### src/rtl/pipe_hazard_if.sv
// Hazard-controller bundle: pipeline-side hazard/memory status in, stall/flush/forward controls out.
// The controller attaches through the slave modport; the pipeline (or a bench) through master.
interface pipe_hazard_if #(
    parameter int STAT_W = 16
);
    logic [4:0]        id_rj_i;
    logic [4:0]        id_rk_i;
    logic              id_use_rj_i;
    logic              id_use_rk_i;
    logic [4:0]        ex_rd_i;
    logic              ex_regwrite_i;
    logic              ex_is_load_i;
    logic [4:0]        mem_rd_i;
    logic              mem_regwrite_i;
    logic              br_taken_i;
    logic              dm_req_i;
    logic              dm_ack_i;

    logic              stall_if_o;
    logic              stall_id_o;
    logic              stall_ex_o;
    logic              stall_mem_o;
    logic              flush_id_o;
    logic              flush_ex_o;
    logic              flush_wb_o;
    logic [1:0]        fwd_rj_sel_o;
    logic [1:0]        fwd_rk_sel_o;
    logic              mem_err_o;
    logic [STAT_W-1:0] stall_cnt_o;

    modport master (
        output id_rj_i, id_rk_i, id_use_rj_i, id_use_rk_i,
               ex_rd_i, ex_regwrite_i, ex_is_load_i,
               mem_rd_i, mem_regwrite_i, br_taken_i, dm_req_i, dm_ack_i,
        input  stall_if_o, stall_id_o, stall_ex_o, stall_mem_o,
               flush_id_o, flush_ex_o, flush_wb_o,
               fwd_rj_sel_o, fwd_rk_sel_o, mem_err_o, stall_cnt_o
    );

    modport slave (
        input  id_rj_i, id_rk_i, id_use_rj_i, id_use_rk_i,
               ex_rd_i, ex_regwrite_i, ex_is_load_i,
               mem_rd_i, mem_regwrite_i, br_taken_i, dm_req_i, dm_ack_i,
        output stall_if_o, stall_id_o, stall_ex_o, stall_mem_o,
               flush_id_o, flush_ex_o, flush_wb_o,
               fwd_rj_sel_o, fwd_rk_sel_o, mem_err_o, stall_cnt_o
    );
endinterface

### src/rtl/pipe_hazard_ctrl.sv
// Stall/flush sequencer for the 5-stage pipeline: RAW, taken-branch and data-memory wait handling.
// Define PIPE_FWD_EN to enable EX/MEM operand forwarding (RAW then stalls only on load-use).
module pipe_hazard_ctrl #(
    parameter int TIMEOUT = 255,
    parameter int TO_W    = 8,
    parameter int STAT_W  = 16
) (
    input  logic          clk,
    input  logic          rst,
    pipe_hazard_if.slave  hz
);

    typedef enum logic [1:0] {
        S_RUN      = 2'd0,
        S_MEM_WAIT = 2'd1,
        S_ERR      = 2'd2
    } state_t;

    localparam logic [TO_W-1:0] TO_LIM = TO_W'(TIMEOUT);

    state_t            state_q, state_d;
    logic [TO_W-1:0]   wcnt_q, wcnt_d;
    logic [STAT_W-1:0] stall_cnt_q, stall_cnt_d;
    logic              mem_err_q, mem_err_d;

    logic              rj_ex_m, rj_mem_m, rk_ex_m, rk_mem_m;
    logic              raw;
    logic [1:0]        fwd_rj, fwd_rk;

    logic              stall_if, stall_id, stall_ex, stall_mem;
    logic              flush_id, flush_ex, flush_wb;

    function automatic logic [STAT_W-1:0] sat_inc(input logic [STAT_W-1:0] v);
        return (v == {STAT_W{1'b1}}) ? v : v + 1'b1;
    endfunction

    // r0 is hardwired zero, so it never creates a dependency
    function automatic logic src_match(input logic use_src, input logic [4:0] src,
                                       input logic regwrite, input logic [4:0] dst);
        return use_src && (src != 5'd0) && regwrite && (dst == src);
    endfunction

    assign rj_ex_m  = src_match(hz.id_use_rj_i, hz.id_rj_i, hz.ex_regwrite_i,  hz.ex_rd_i);
    assign rk_ex_m  = src_match(hz.id_use_rk_i, hz.id_rk_i, hz.ex_regwrite_i,  hz.ex_rd_i);
    assign rj_mem_m = src_match(hz.id_use_rj_i, hz.id_rj_i, hz.mem_regwrite_i, hz.mem_rd_i);
    assign rk_mem_m = src_match(hz.id_use_rk_i, hz.id_rk_i, hz.mem_regwrite_i, hz.mem_rd_i);

`ifdef PIPE_FWD_EN
    // A load result is not available until MEM completes, so only load-use must stall
    function automatic logic [1:0] fwd_sel(input logic ex_m, input logic mem_m, input logic ex_ld);
        if (ex_m && !ex_ld) return 2'b01;
        if (mem_m)          return 2'b10;
        return 2'b00;
    endfunction

    assign raw    = hz.ex_is_load_i && (rj_ex_m || rk_ex_m);
    assign fwd_rj = fwd_sel(rj_ex_m, rj_mem_m, hz.ex_is_load_i);
    assign fwd_rk = fwd_sel(rk_ex_m, rk_mem_m, hz.ex_is_load_i);
`else
    logic unused_is_load;

    assign unused_is_load = hz.ex_is_load_i;
    assign raw    = rj_ex_m || rk_ex_m || rj_mem_m || rk_mem_m;
    assign fwd_rj = 2'b00;
    assign fwd_rk = 2'b00;
`endif

    always_comb begin
        state_d   = state_q;
        wcnt_d    = wcnt_q;
        stall_if  = 1'b0;
        stall_id  = 1'b0;
        stall_ex  = 1'b0;
        stall_mem = 1'b0;
        flush_id  = 1'b0;
        flush_ex  = 1'b0;
        flush_wb  = 1'b0;

        unique case (state_q)
            S_RUN: begin
                if (hz.dm_req_i && !hz.dm_ack_i) begin
                    {stall_if, stall_id, stall_ex, stall_mem} = 4'b1111;
                    flush_wb = 1'b1;
                    state_d  = S_MEM_WAIT;
                    wcnt_d   = TO_W'(1);
                end else if (hz.br_taken_i) begin
                    // The ID instruction is wrong-path, so its RAW stall is moot
                    flush_id = 1'b1;
                    flush_ex = 1'b1;
                end else if (raw) begin
                    stall_if = 1'b1;
                    stall_id = 1'b1;
                    flush_ex = 1'b1;
                end
            end

            S_MEM_WAIT: begin
                if (hz.dm_ack_i) begin
                    state_d = S_RUN;
                    wcnt_d  = '0;
                end else begin
                    // EX is frozen here; branch and RAW are re-evaluated once released
                    {stall_if, stall_id, stall_ex, stall_mem} = 4'b1111;
                    flush_wb = 1'b1;
                    wcnt_d   = wcnt_q + 1'b1;
                    if (wcnt_q == TO_LIM) state_d = S_ERR;
                end
            end

            S_ERR: begin
                {stall_if, stall_id, stall_ex, stall_mem} = 4'b1111;
                flush_wb = 1'b1;
            end

            default: begin
                state_d = S_RUN;
                wcnt_d  = '0;
            end
        endcase

        if (rst) begin
            {stall_if, stall_id, stall_ex, stall_mem} = 4'b0000;
            {flush_id, flush_ex, flush_wb}            = 3'b111;
        end
    end

    assign stall_cnt_d = stall_if ? sat_inc(stall_cnt_q) : stall_cnt_q;
    assign mem_err_d   = mem_err_q || (state_d == S_ERR);

    always_ff @(posedge clk or posedge rst) begin
        if (rst) begin
            state_q     <= S_RUN;
            wcnt_q      <= '0;
            stall_cnt_q <= '0;
            mem_err_q   <= 1'b0;
        end else begin
            state_q     <= state_d;
            wcnt_q      <= wcnt_d;
            stall_cnt_q <= stall_cnt_d;
            mem_err_q   <= mem_err_d;
        end
    end

    assign hz.stall_if_o   = stall_if;
    assign hz.stall_id_o   = stall_id;
    assign hz.stall_ex_o   = stall_ex;
    assign hz.stall_mem_o  = stall_mem;
    assign hz.flush_id_o   = flush_id;
    assign hz.flush_ex_o   = flush_ex;
    assign hz.flush_wb_o   = flush_wb;
    assign hz.fwd_rj_sel_o = rst ? 2'b00 : fwd_rj;
    assign hz.fwd_rk_sel_o = rst ? 2'b00 : fwd_rk;
    assign hz.mem_err_o    = mem_err_q;
    assign hz.stall_cnt_o  = stall_cnt_q;

endmodule

### src/flat_wrapper.sv
// flat-port wrapper written by rule: the top's interface ports become plain ports
module pipe_hazard_ctrl_flat 
#(
    parameter int TIMEOUT = 255,
    parameter int TO_W    = 8,
    parameter int STAT_W  = 16
)
  (clk, rst, hz_id_rj_i, hz_id_rk_i, hz_id_use_rj_i, hz_id_use_rk_i, hz_ex_rd_i, hz_ex_regwrite_i, hz_ex_is_load_i, hz_mem_rd_i, hz_mem_regwrite_i, hz_br_taken_i, hz_dm_req_i, hz_dm_ack_i, hz_stall_if_o, hz_stall_id_o, hz_stall_ex_o, hz_stall_mem_o, hz_flush_id_o, hz_flush_ex_o, hz_flush_wb_o, hz_fwd_rj_sel_o, hz_fwd_rk_sel_o, hz_mem_err_o, hz_stall_cnt_o);
  pipe_hazard_if #(.STAT_W(STAT_W)) hz_i ();
  input  logic clk;
  input  logic rst;
  input wire logic [$bits(hz_i.id_rj_i)-1:0] hz_id_rj_i;
  input wire logic [$bits(hz_i.id_rk_i)-1:0] hz_id_rk_i;
  input wire logic [$bits(hz_i.id_use_rj_i)-1:0] hz_id_use_rj_i;
  input wire logic [$bits(hz_i.id_use_rk_i)-1:0] hz_id_use_rk_i;
  input wire logic [$bits(hz_i.ex_rd_i)-1:0] hz_ex_rd_i;
  input wire logic [$bits(hz_i.ex_regwrite_i)-1:0] hz_ex_regwrite_i;
  input wire logic [$bits(hz_i.ex_is_load_i)-1:0] hz_ex_is_load_i;
  input wire logic [$bits(hz_i.mem_rd_i)-1:0] hz_mem_rd_i;
  input wire logic [$bits(hz_i.mem_regwrite_i)-1:0] hz_mem_regwrite_i;
  input wire logic [$bits(hz_i.br_taken_i)-1:0] hz_br_taken_i;
  input wire logic [$bits(hz_i.dm_req_i)-1:0] hz_dm_req_i;
  input wire logic [$bits(hz_i.dm_ack_i)-1:0] hz_dm_ack_i;
  output wire logic [$bits(hz_i.stall_if_o)-1:0] hz_stall_if_o;
  output wire logic [$bits(hz_i.stall_id_o)-1:0] hz_stall_id_o;
  output wire logic [$bits(hz_i.stall_ex_o)-1:0] hz_stall_ex_o;
  output wire logic [$bits(hz_i.stall_mem_o)-1:0] hz_stall_mem_o;
  output wire logic [$bits(hz_i.flush_id_o)-1:0] hz_flush_id_o;
  output wire logic [$bits(hz_i.flush_ex_o)-1:0] hz_flush_ex_o;
  output wire logic [$bits(hz_i.flush_wb_o)-1:0] hz_flush_wb_o;
  output wire logic [$bits(hz_i.fwd_rj_sel_o)-1:0] hz_fwd_rj_sel_o;
  output wire logic [$bits(hz_i.fwd_rk_sel_o)-1:0] hz_fwd_rk_sel_o;
  output wire logic [$bits(hz_i.mem_err_o)-1:0] hz_mem_err_o;
  output wire logic [$bits(hz_i.stall_cnt_o)-1:0] hz_stall_cnt_o;
  assign hz_i.id_rj_i = hz_id_rj_i;
  assign hz_i.id_rk_i = hz_id_rk_i;
  assign hz_i.id_use_rj_i = hz_id_use_rj_i;
  assign hz_i.id_use_rk_i = hz_id_use_rk_i;
  assign hz_i.ex_rd_i = hz_ex_rd_i;
  assign hz_i.ex_regwrite_i = hz_ex_regwrite_i;
  assign hz_i.ex_is_load_i = hz_ex_is_load_i;
  assign hz_i.mem_rd_i = hz_mem_rd_i;
  assign hz_i.mem_regwrite_i = hz_mem_regwrite_i;
  assign hz_i.br_taken_i = hz_br_taken_i;
  assign hz_i.dm_req_i = hz_dm_req_i;
  assign hz_i.dm_ack_i = hz_dm_ack_i;
  assign hz_stall_if_o = hz_i.stall_if_o;
  assign hz_stall_id_o = hz_i.stall_id_o;
  assign hz_stall_ex_o = hz_i.stall_ex_o;
  assign hz_stall_mem_o = hz_i.stall_mem_o;
  assign hz_flush_id_o = hz_i.flush_id_o;
  assign hz_flush_ex_o = hz_i.flush_ex_o;
  assign hz_flush_wb_o = hz_i.flush_wb_o;
  assign hz_fwd_rj_sel_o = hz_i.fwd_rj_sel_o;
  assign hz_fwd_rk_sel_o = hz_i.fwd_rk_sel_o;
  assign hz_mem_err_o = hz_i.mem_err_o;
  assign hz_stall_cnt_o = hz_i.stall_cnt_o;
  pipe_hazard_ctrl #(.TIMEOUT(TIMEOUT), .TO_W(TO_W), .STAT_W(STAT_W)) u_core (.clk(clk), .rst(rst), .hz(hz_i));
endmodule
### config.mk
export PLATFORM = sky130hd
export DESIGN_NAME = pipe_hazard_ctrl_flat
export DESIGN_NICKNAME = d
export VERILOG_FILES = /design/src/rtl/pipe_hazard_if.sv /design/src/rtl/pipe_hazard_ctrl.sv /design/src/flat_wrapper.sv
export SDC_FILE = /design/constraint.sdc
export NUM_CORES = 1
export LEC_CHECK = 0
export CORE_AREA = 2 2 66 68
export DETAILED_ROUTE_END_ITERATION = 8
export DIE_AREA = 0 0 68 70
export GPL_ROUTABILITY_DRIVEN = 1
export HOLD_SLACK_MARGIN = 0.02
export PLACE_DENSITY = 0.76
export SYNTH_ARGS = -nofsm -noshare
export SYNTH_HDL_FRONTEND = slang
export SYNTH_SLANG_ARGS = --single-unit
### constraint.sdc
create_clock -name clk -period 3.4 [get_ports clk]
set_input_delay 0.34 -clock clk [delete_from_list [all_inputs] [get_ports clk]]
set_output_delay 0.34 -clock clk [all_outputs]
set_load 0.05 [all_outputs]
==> flow_metrics.py <==
metrics = {
    "run_status": {
        "status": "finished clean",
    },
    "sta": {
        "finalCritPeriodShare_pct": 89.9,
        "timing.fmax_mhz": 327,
        "finalHoldViolCount": 0,
        "skew_ns": 0.00423,
        "setup_viol": 0,
        "holdWs_ns": 0.482,
        "tns_ns": 0,
        "slew_viol_final": 0,
        "worst_pin_slew_ns": 0.688,
        "layout_setup_ws_ns": 0.345,
        "rsz0062_at_grt": "false",
        "finalCriticalPeriod_ns": 3.06,
        "maxSlewHeadroom_pct": 53.7,
    },
    "worst_hold_path": {
        "worstHoldStart": "u_core.hz.mem_err_o",
        "hold_depth": 1,
        "worstHoldPathType": "register to register",
        "holdPathEnd": "u_core.hz.mem_err_o",
    },
    "cts": {
        "clk_pin_slew_worst_paths_ns": 0.09,
        "cts_resized": 0,
        "worst_skew_pair.late_latency_ns": 0.28,
        "cts_inserted_buffers": 3,
        "cts_hold_buffers": 0,
        "clockBufferDepth": 2,
        "cts.sinks": 27,
        "post_cts_buffers": 0,
        "cts_root_buf": "clkbuf_8",
        "htreeDepth": 1,
        "cts_tree": "built",
    },
    "die": {
        "io_pins": 58,
        "rows": 24,
        "fp.dieH_um": 70,
        "die_w_um": 68,
        "start_util_pct": 42.2,
        "core-area_mm2": 0.00414,
        "die_area_mm2": 0.00476,
    },
    "setup_path": {
        "rr_endpoint": "u_core.hz.stall_cnt_o[9]",
        "crit_chain": "clkdlybuf4s50_1, or4_1, o21ai_1, nor4_1, o21ai_2, nand2_1, a21o_1, clkdlybuf4s50_1",
        "worstSetupStartpointType": "input pin",
        "crit_buf_inv": 2,
        "cpMostUsedCell": "clkdlybuf4s50_1",
        "end_kind": "primary output",
        "cp.arrival_ns": 2.72,
        "r2r_slack_ns": 1.11,
        "worstPathRequired_ns": 3.06,
        "regToRegStartpoint": "u_core.state_q[1]",
        "worstPathMaxFanout": 3,
        "cpPeakStageDelay_ns": 0.69,
        "critPathTopFamily": "buffers and inverters",
        "crit_slowest_cell": "clkdlybuf4s50_1",
        "path_class": "input pin to primary output",
        "r2r_cells": 8,
    },
    "logic_synthesis": {
        "synthArstFlopShare_pct": 100,
        "yosysWarnings": 0,
        "synth_flop_cell": "dfrtp_1",
        "synth_edf_count": 0,
        "yosysUniqueCellTypes": 40,
        "avgSynthCellArea_um2": 10.0,
        "syn_inst": 175,
        "ys_ff_latch": 27,
        "ys_seq_area_share_pct": 38.6,
        "synthesis.area_mm2": 0.00175,
    },
    "placement": {
        "placed_area_mm2": 0.00230,
        "gp_congestion": 0.789,
        "dpl.hpwl_um": 2790,
        "portBuffers": 52,
        "pre_cts_ws_ns": 0.328,
    },
    "global_route": {
        "antenna_found_initial": 0,
        "grt_pass1_vias": 1475,
        "grt_pass1_wl_um": 6180,
        "grt_usage_pct": 16.6,
        "grt_max_degree": 28,
        "grt-ovfl-total": 0,
    },
    "final_layout": {
        "area_growth_pct": 34.0,
        "seqCellArea_um2": 676,
        "diodes": 0,
        "final_nets": 258,
        "fin_area_mm2": 0.00234,
        "drive_gt1_share_pct": 11.6,
        "fillers": 398,
        "multi_input_area_um2": 988,
    },
    "detailed_routing": {
        "drt-initial-drc-count": 59,
        "drc": 0,
        "drt_wl_total_um": 3510,
        "wl_per_cell_um": 12.7,
        "vias_per_cell": 5.20,
        "first_pass_iters": 4,
        "drt.antenna.violating_nets": 0,
        "vias": 1440,
    },
    "power_and_ir_drop": {
        "irDropWorstVdd_mv": 0.223,
        "p_per_area_mw_per_mm2": 377,
        "leakage_nw": 0.947,
    },
    "job": {
        "maxCapViolations": 0,
    },
}
## synth_stat cells (2+ instances only)
| cell | number | share of area (%) |
|---|---|---|
| or3_1 | 2 | 0.72 |
| nor4_1 | 3 | 1.1 |
| nand2_1 | 10 | 2.1 |
| nand3_2 | 5 | 2.9 |
| nor4_2 | 2 | 1.4 |
| a21oi_1 | 4 | 1.1 |
| inv_1 | 4 | 0.86 |
| nand3_1 | 10 | 2.9 |
| mux2_1 | 3 | 1.9 |
| buf_2 | 2 | 0.57 |
| nor2_1 | 8 | 1.7 |
| buf_4 | 7 | 3.0 |
| ha_1 | 2 | 1.4 |
| dfrtp_1 | 27 | 39 |
| xnor2_1 | 21 | 11 |
| o21ai_1 | 2 | 0.57 |
| and2_1 | 2 | 0.72 |
| o21ai_2 | 2 | 1.0 |
| and3_2 | 2 | 0.86 |
| xor2_1 | 16 | 8.0 |
| o21ai_0 | 5 | 1.4 |
| and3_1 | 9 | 3.2 |
| nand4_2 | 4 | 2.9 |
| nand4_1 | 6 | 2.1 |
| or4_1 | 2 | 0.86 |
## where the power goes
part	internal [mW]	total, mW	switching [mW]	leakage (nW)
Combinational	0.124	0.317	0.193	0.562
Clock	0.0841	0.182	0.0982	0.0228
Sequential	0.350	0.384	0.0337	0.362
## cell usage in the layout (no fill, tap or decap), types with 3 or more instances in the layout
cell,n
a21oi_1,4
and3_1,9
clkbuf_8,3
clkdlybuf4s50_1,50
conb_1,4
dfrtp_1,27
inv_1,4
mux2_1,3
nand2_1,10
nand3_1,10
nand3_2,5
nand4_1,6
nand4_2,4
nor2_1,8
nor4_1,3
o21ai_0,5
xnor2_1,21
xor2_1,16
## cell type report
type	instances	share of cell area, %
Clock buffer	4	1.92
Sequential cell	27	28.8
Tap cell	52	2.77
Multi-Input combinational cell	136	42.2
Timing Repair Buffer	54	23.7
Inverter	4	0.640
## stage by stage
stage	cells	utilization [%]	total power, mW
2_1_floorplan	178	-	0.595
3_5_place_dp	273	55.5	0.711
6_report	277	56.6	0.884
5_1_grt	277	56.6	0.926
4_1_cts	277	56.6	0.894
3_3_place_gp	273	55.5	0.705
## worst max-delay path by stage
stage                                  from            end  slack [ns]  cells past startpoint
final                         hz_id_rk_i[0]  hz_flush_ex_o        0.34                      8
after floorplan           u_core.state_q[1]  hz_stall_if_o        0.51                      7
after global placement        hz_id_rj_i[1]  hz_flush_ex_o        0.34                      8
after detailed placement      hz_id_rj_i[1]  hz_flush_ex_o        0.33                      8
after global routing          hz_id_rk_i[0]  hz_flush_ex_o        0.16                      8
after CTS                     hz_id_rj_i[1]  hz_flush_ex_o        0.33                      8
## flip-flops by register name, summed over array words and instances (netlist names)
register and cells:
u_core.state_q 2, u_core.wcnt_q 8, u_core.hz.stall_cnt_o 16, u_core.hz.mem_err_o 1
## per-layer routing
metal | GRT usage, % | part of all wire (%) | wire [um]
met5 | 0 | 0 | 0
met4 | 8.00 | 2.2 | 78
met3 | 3.54 | 6.5 | 229
met2 | 28.4 | 52 | 1810
met1 | 19.2 | 40 | 1390
## kinds of logic (layout without fill, tap and decap cells)
family          Yosys count  after routing  synth area share (%)
xor+xnor                 37             37                  18.5
compound gates           18             18                  7.23
buf+inv                  15             62                  5.51
other cells               1              4                 0.214
simple gates             71             71                  26.0
mux                       4              4                  2.50
fa+ha+maj                 2              2                  1.43
flops                    27             27                  38.6
Note: power is estimated with default switching activity, not from simulation.
